==> src/rtl/gpio_bus_ctrl.sv <==
// Register front end for the 32-pin GPIO block: direction/output shadows, atomic
// set/clear/toggle, GPIO write strobes and a maskable edge interrupt.
module gpio_bus_ctrl #(
  parameter logic [31:0] DDIR_RST = 32'hFFFF_FFFF,
  parameter logic [31:0] DOUT_RST = 32'h0000_0000,
  parameter int          IRQ_EDGE = 0
) (
  input  logic        i_clk,
  input  logic        i_rst_n,
  input  logic        i_sel,
  input  logic        i_we,
  input  logic [2:0]  i_addr,
  input  logic [31:0] i_wdata,
  output logic [31:0] o_rdata,
  output logic        o_ready,
  output logic [31:0] o_gpio_ddir,
  output logic [31:0] o_gpio_dout,
  output logic        o_gpio_wer,
  output logic        o_gpio_weo,
  input  logic [31:0] i_gpio_din,
  output logic        o_irq
);

  typedef enum logic [1:0] {INIT, IDLE, RESP} state_t;

  state_t      state, state_next;
  logic [31:0] ddir_q, dout_q, ien_q, pend_q, din_q;
  logic [31:0] ddir_d, dout_d, ien_d, pend_d, rdata_d;
  logic [31:0] rise, fall, edge_sel, edge_hit, w1c;
  logic        ready_d, wer_d, weo_d;
  logic        edge_ok_q;
  logic        rdata_en;

  assign rise = i_gpio_din & ~din_q;
  assign fall = ~i_gpio_din & din_q;

  always_comb begin
    case (IRQ_EDGE)
      0:       edge_sel = rise;
      1:       edge_sel = fall;
      default: edge_sel = rise | fall;
    endcase
  end

  // The first sample after reset only primes din_q; it must not look like an edge.
  assign edge_hit = edge_ok_q ? (edge_sel & ddir_q) : 32'h0;

  always_comb begin
    state_next = state;
    ready_d    = 1'b0;
    wer_d      = 1'b0;
    weo_d      = 1'b0;
    rdata_en   = 1'b0;
    rdata_d    = 32'h0;
    ddir_d     = ddir_q;
    dout_d     = dout_q;
    ien_d      = ien_q;
    w1c        = 32'h0;
    case (state)
      INIT: begin
        wer_d      = 1'b1;
        weo_d      = 1'b1;
        state_next = IDLE;
      end
      IDLE: begin
        if (i_sel) begin
          ready_d    = 1'b1;
          state_next = RESP;
          if (i_we) begin
            case (i_addr)
              3'd0: begin ddir_d = i_wdata;           wer_d = 1'b1; end
              3'd1: begin dout_d = i_wdata;           weo_d = 1'b1; end
              3'd2: begin dout_d = dout_q | i_wdata;  weo_d = 1'b1; end
              3'd3: begin dout_d = dout_q & ~i_wdata; weo_d = 1'b1; end
              3'd4: begin dout_d = dout_q ^ i_wdata;  weo_d = 1'b1; end
              3'd6: ien_d = i_wdata;
              3'd7: w1c   = i_wdata;
              default: ;
            endcase
          end else begin
            rdata_en = 1'b1;
          end
        end
      end
      RESP:    state_next = IDLE;
      default: state_next = INIT;
    endcase

    if (rdata_en) begin
      case (i_addr)
        3'd0:    rdata_d = ddir_q;
        3'd1:    rdata_d = dout_q;
        3'd5:    rdata_d = i_gpio_din;
        3'd6:    rdata_d = ien_q;
        3'd7:    rdata_d = pend_q;
        default: rdata_d = 32'h0;
      endcase
    end

    // A new edge beats a simultaneous write-one-to-clear on the same bit.
    pend_d = (pend_q & ~w1c) | edge_hit;
  end

  always_ff @(posedge i_clk or negedge i_rst_n) begin
    if (!i_rst_n) begin
      state      <= INIT;
      ddir_q     <= DDIR_RST;
      dout_q     <= DOUT_RST;
      ien_q      <= 32'h0;
      pend_q     <= 32'h0;
      din_q      <= 32'h0;
      edge_ok_q  <= 1'b0;
      o_rdata    <= 32'h0;
      o_ready    <= 1'b0;
      o_gpio_wer <= 1'b0;
      o_gpio_weo <= 1'b0;
      o_irq      <= 1'b0;
    end else begin
      state      <= state_next;
      ddir_q     <= ddir_d;
      dout_q     <= dout_d;
      ien_q      <= ien_d;
      pend_q     <= pend_d;
      din_q      <= i_gpio_din;
      edge_ok_q  <= 1'b1;
      o_rdata    <= rdata_d;
      o_ready    <= ready_d;
      o_gpio_wer <= wer_d;
      o_gpio_weo <= weo_d;
      o_irq      <= |(pend_q & ien_q);
    end
  end

  assign o_gpio_ddir = ddir_q;
  assign o_gpio_dout = dout_q;

endmodule

==> config.mk <==
export PLATFORM = sky130hd
export DESIGN_NAME = gpio_bus_ctrl
export DESIGN_NICKNAME = d
export VERILOG_FILES = /design/src/rtl/gpio_bus_ctrl.sv
export SDC_FILE = /design/constraint.sdc
export NUM_CORES = 1
export LEC_CHECK = 0
export CORE_ASPECT_RATIO = 1.4
export CORE_MARGIN = 2
export CORE_UTILIZATION = 40
export CTS_CLUSTER_SIZE = 25
export DETAILED_ROUTE_END_ITERATION = 16
export GPL_ROUTABILITY_DRIVEN = 0
export GPL_TIMING_DRIVEN = 0
export HOLD_SLACK_MARGIN = 0.03
export PLACE_DENSITY_LB_ADDON = 0.15
export SYNTH_ARGS = -nofsm -noshare
export SYNTH_HDL_FRONTEND = slang
export SYNTH_SLANG_ARGS = --single-unit
==> constraint.sdc <==
create_clock -name i_clk -period 4.35 [get_ports i_clk]
set_input_delay 1.0875 -clock i_clk [delete_from_list [all_inputs] [get_ports i_clk]]
set_output_delay 1.0875 -clock i_clk [all_outputs]
set_load 0.005 [all_outputs]
==> results.py, run 1 <==
metrics = {
    "timing": {
        "min_period_ps": 3140,
        "tightest_slew_ps": 820,
        "slew_headroom_pct": 45.3,
        "max_freq_ghz": 0.319,
        "setup_viol": 0,
        "drv_slew": 0,
        "finalClockSkew_ps": 11.3,
        "fin_crit_sh_pct": 72.1,
        "holdWs_ps": 491,
        "hold_viol": 0,
        "rsz0062_at_grt": "false",
    },
    "critical_path": {
        "required_ps": 4680,
        "cp.arrival_ps": 3470,
        "critical_path.startpoint_type": "input port",
        "crit_fanout": 10,
        "path_class": "input port to flop",
        "crit_start": "i_addr[2]",
        "endpoint_kind": "flop",
        "rr_startpoint": "state[1]",
    },
    "cts": {
        "cts_num_sinks": 199,
        "cts_root_buf": "clkbuf_16",
        "cts_setup_buffers": 0,
        "clk_pin_slew_ps": 70,
        "cts_made_buffers": 17,
        "cts_tree": "built",
        "htree_levels": 4,
        "cts_hold_buf": 0,
        "insertion_delay_ps": 460,
        "post_cts_resize_count": 0,
        "cts_max_path_buffers": 2,
    },
    "placement": {
        "dpl.cell_count": 1478,
        "place_hpwl_mm": 25.4,
        "io_buffers": 170,
    },
    "min_path": {
        "hold_class": "flop to flop",
        "min_from": "din_q[20]",
    },
    "global_route": {
        "grt_pass1_vias": 8840,
        "grt_overflow": 0,
        "grt_pass1_wl_mm": 54.6,
        "grt_start_max_net_pins": 114,
        "grt_antenna_before_repair": 0,
        "grtUsageTotal_pct": 26.1,
    },
    "drt": {
        "via_per_inst": 5.87,
        "ant_nets": 0,
        "dr_total_vias": 8863,
        "drt_iter0_drc": 593,
        "wire_per_inst_um": 24.1,
        "wl_mm": 36.3,
        "drc": 0,
        "drt_pass1_iterations": 5,
    },
    "floorplanning": {
        "die_h_um": 198,
        "core_sq_um": 26700,
        "dieWidth_um": 143,
        "start_util_pct": 40.3,
        "fp-row-count": 71,
        "io_pins": 171,
        "dieArea_sq_um": 28200,
    },
    "run_status": {
        "status": "finished clean",
    },
    "synth": {
        "syn_area_sq_um": 10700,
        "async_flop_share_pct": 100,
        "ys_seq_area_share_pct": 46.7,
        "ys_top_cells_by_area": "dfrtp_1 (39%), mux2_1 (10%), dfstp_2 (7.8%)",
        "syn_avg_cell_area_sq_um": 11.0,
        "yosysWarnings": 0,
        "synth-seq-cells": 199,
        "synth-edff-count": 0,
        "post-synth-top-count-cell": "dfrtp_1",
        "synth_top_area_cell": "dfrtp_1",
        "synthTopCellsByCount": "dfrtp_1 (167), mux2_1 (97), a22oi_1 (78)",
        "synth_top_area_share_pct": 38.9,
        "synth_nets": 1114,
        "yosysUniqueCellTypes": 41,
        "yosys_most_used_dff": "dfrtp_1",
        "syn_inst": 979,
    },
    "layout": {
        "area_growth_pct": 25.8,
        "layout-drive-gt1-share_pct": 9.64,
        "final_util_pct": 50.7,
        "regArea_sq_um": 5020,
        "diodes": 0,
        "layout.nets": 1304,
        "multi_input_area_sq_um": 5150,
        "final_cells": 1510,
        "n_fill_cell": 2434,
    },
    "power": {
        "power.total_uw": 6340,
        "p_per_area_nw_per_um2": 469,
        "leakage_uw": 0.00573,
        "peakVddDrop_mv": 0.320,
    },
    "flow_run": {
        "maxCapViolations": 0,
    },
}
-- sequential cells by signal, summed over array words and instances (netlist names), 2 cells and up --
signal / cells
din_q: 32
ien_q: 32
o_gpio_ddir: 32
o_gpio_dout: 32
o_rdata: 32
pend_q: 32
state: 2
-- per-stage QoR --
step           setup slack, ps  instance area (sq um)  TNS (ps)
2_1_floorplan             2050                  10700         0
3_3_place_gp             -6540                  12900  -1210150
3_5_place_dp               743                  12900         0
4_1_cts                   1210                  13500         0
5_1_grt                   1100                  13500         0
6_report                  1210                  13500         0
-- final cells by class --
| type | count | area share [%] |
|---|---|---|
| Buffer | 75 | 2.46 |
| Clock buffer | 18 | 3.25 |
| Clock inverter | 14 | 1.39 |
| Inverter | 65 | 1.80 |
| Multi-Input combinational cell | 640 | 38.1 |
| Sequential cell | 199 | 37.1 |
| Tap cell | 328 | 3.04 |
| Timing Repair Buffer | 171 | 12.8 |
-- worst paths after layout --
check / slack [ps] / cells past startpoint / endpoint
setup / recovery: 1210 / 7 / o_rdata[0]
hold / removal: 490 / 2 / pend_q[20]
setup reg to reg: 2310 / 4 / o_gpio_dout[16]
hold reg to reg: 490 / 2 / pend_q[20]
max in group asynchronous: 2720 / 2 / o_rdata[12]
min in group asynchronous: 620 / 1 / din_q[26]
-- worst max-delay path, stage by stage --
cell and delay (ps):
clkdlybuf4s50_1 570, buf_2 250, and3b_1 190, clkbuf_1 250, clkbuf_1 630, a22oi_1 140
a21oi_1 350
-- routing by layer --
layer	share of wire, %	global-route usage (%)	vias to the layer above
met5	0	0	-
met4	3.2	10.1	0
met3	5.6	4.35	71
met2	49	43.1	340
met1	42	34.3	4480
li1	-	-	3972
-- power by group --
part	switching [uW]	internal (uW)	total (uW)
combinational	795	952	1750
sequential	513	2350	2860
clock	793	937	1730
-- cell families (layout without fill, tap and decap cells) --
group / after synthesis / count (layout) / share of synthesized area [%]
multiplexers: 97 / 97 / 10.2
other: 1 / 1 / 0.0349
AO/OA/AOI/OAI: 243 / 243 / 17.1
buffers and inverters: 140 / 343 / 5.37
flip-flops: 199 / 199 / 46.7
AND/OR/NAND/NOR: 235 / 235 / 13.2
adder cells (fa/ha/maj): 64 / 64 / 7.45
-- cell usage in the layout, fill, tap and decap left out, types with 4 or more instances in the layout --
cell type        synthesis  final
and2_1                   4      4
mux2_1                  97     97
clkbuf_16                0     17
inv_1                   65     65
nand2b_1                59     59
o311ai_1                12     12
dfstp_2                 32     32
o32ai_1                 15     15
clkbuf_1                46     46
nand2_1                 65     65
a22oi_1                 78     78
buf_2                   20     20
dfrtp_1                167    167
nor3_1                  21     21
clkdlybuf4s50_1          0    169
or4b_1                  12     12
nand4_1                  4      4
o41ai_2                 16     16
a21oi_1                 63     63
nor2_1                  21     21
nand4b_1                33     33
buf_1                    4      4
ha_1                    64     64
o31ai_1                 55     55
Note: power is estimated with default switching activity, not from simulation.
==> run 2: changes to the inputs <==
clock period = 3.3 ns   (was 4.35 ns; I/O delays follow)
==> results of run 2 <==
The final DEF is identical to that of run 1. Status: finished clean.
Main changes from that run: setup slack after placement 743 ps -> -44.2 ps; setup slack after layout 1210 ps -> 425 ps; hold slack 491 ps -> 358 ps; register-to-register setup slack 2310 ps -> 1260 ps; total power 6340 uW -> 8350 uW; worst IR drop on VDD 0.320 mV -> 0.422 mV
==> run 3: changes to the inputs <==
CAP_MARGIN = 20   (was not set)
==> results of run 3 <==
The final DEF is identical to that of run 1. Status: finished clean.
Main changes from that run: setup slack after placement 743 ps -> -44.2 ps; setup slack after layout 1210 ps -> 425 ps; hold slack 491 ps -> 358 ps; register-to-register setup slack 2310 ps -> 1260 ps; total power 6340 uW -> 8350 uW; worst IR drop on VDD 0.320 mV -> 0.422 mV
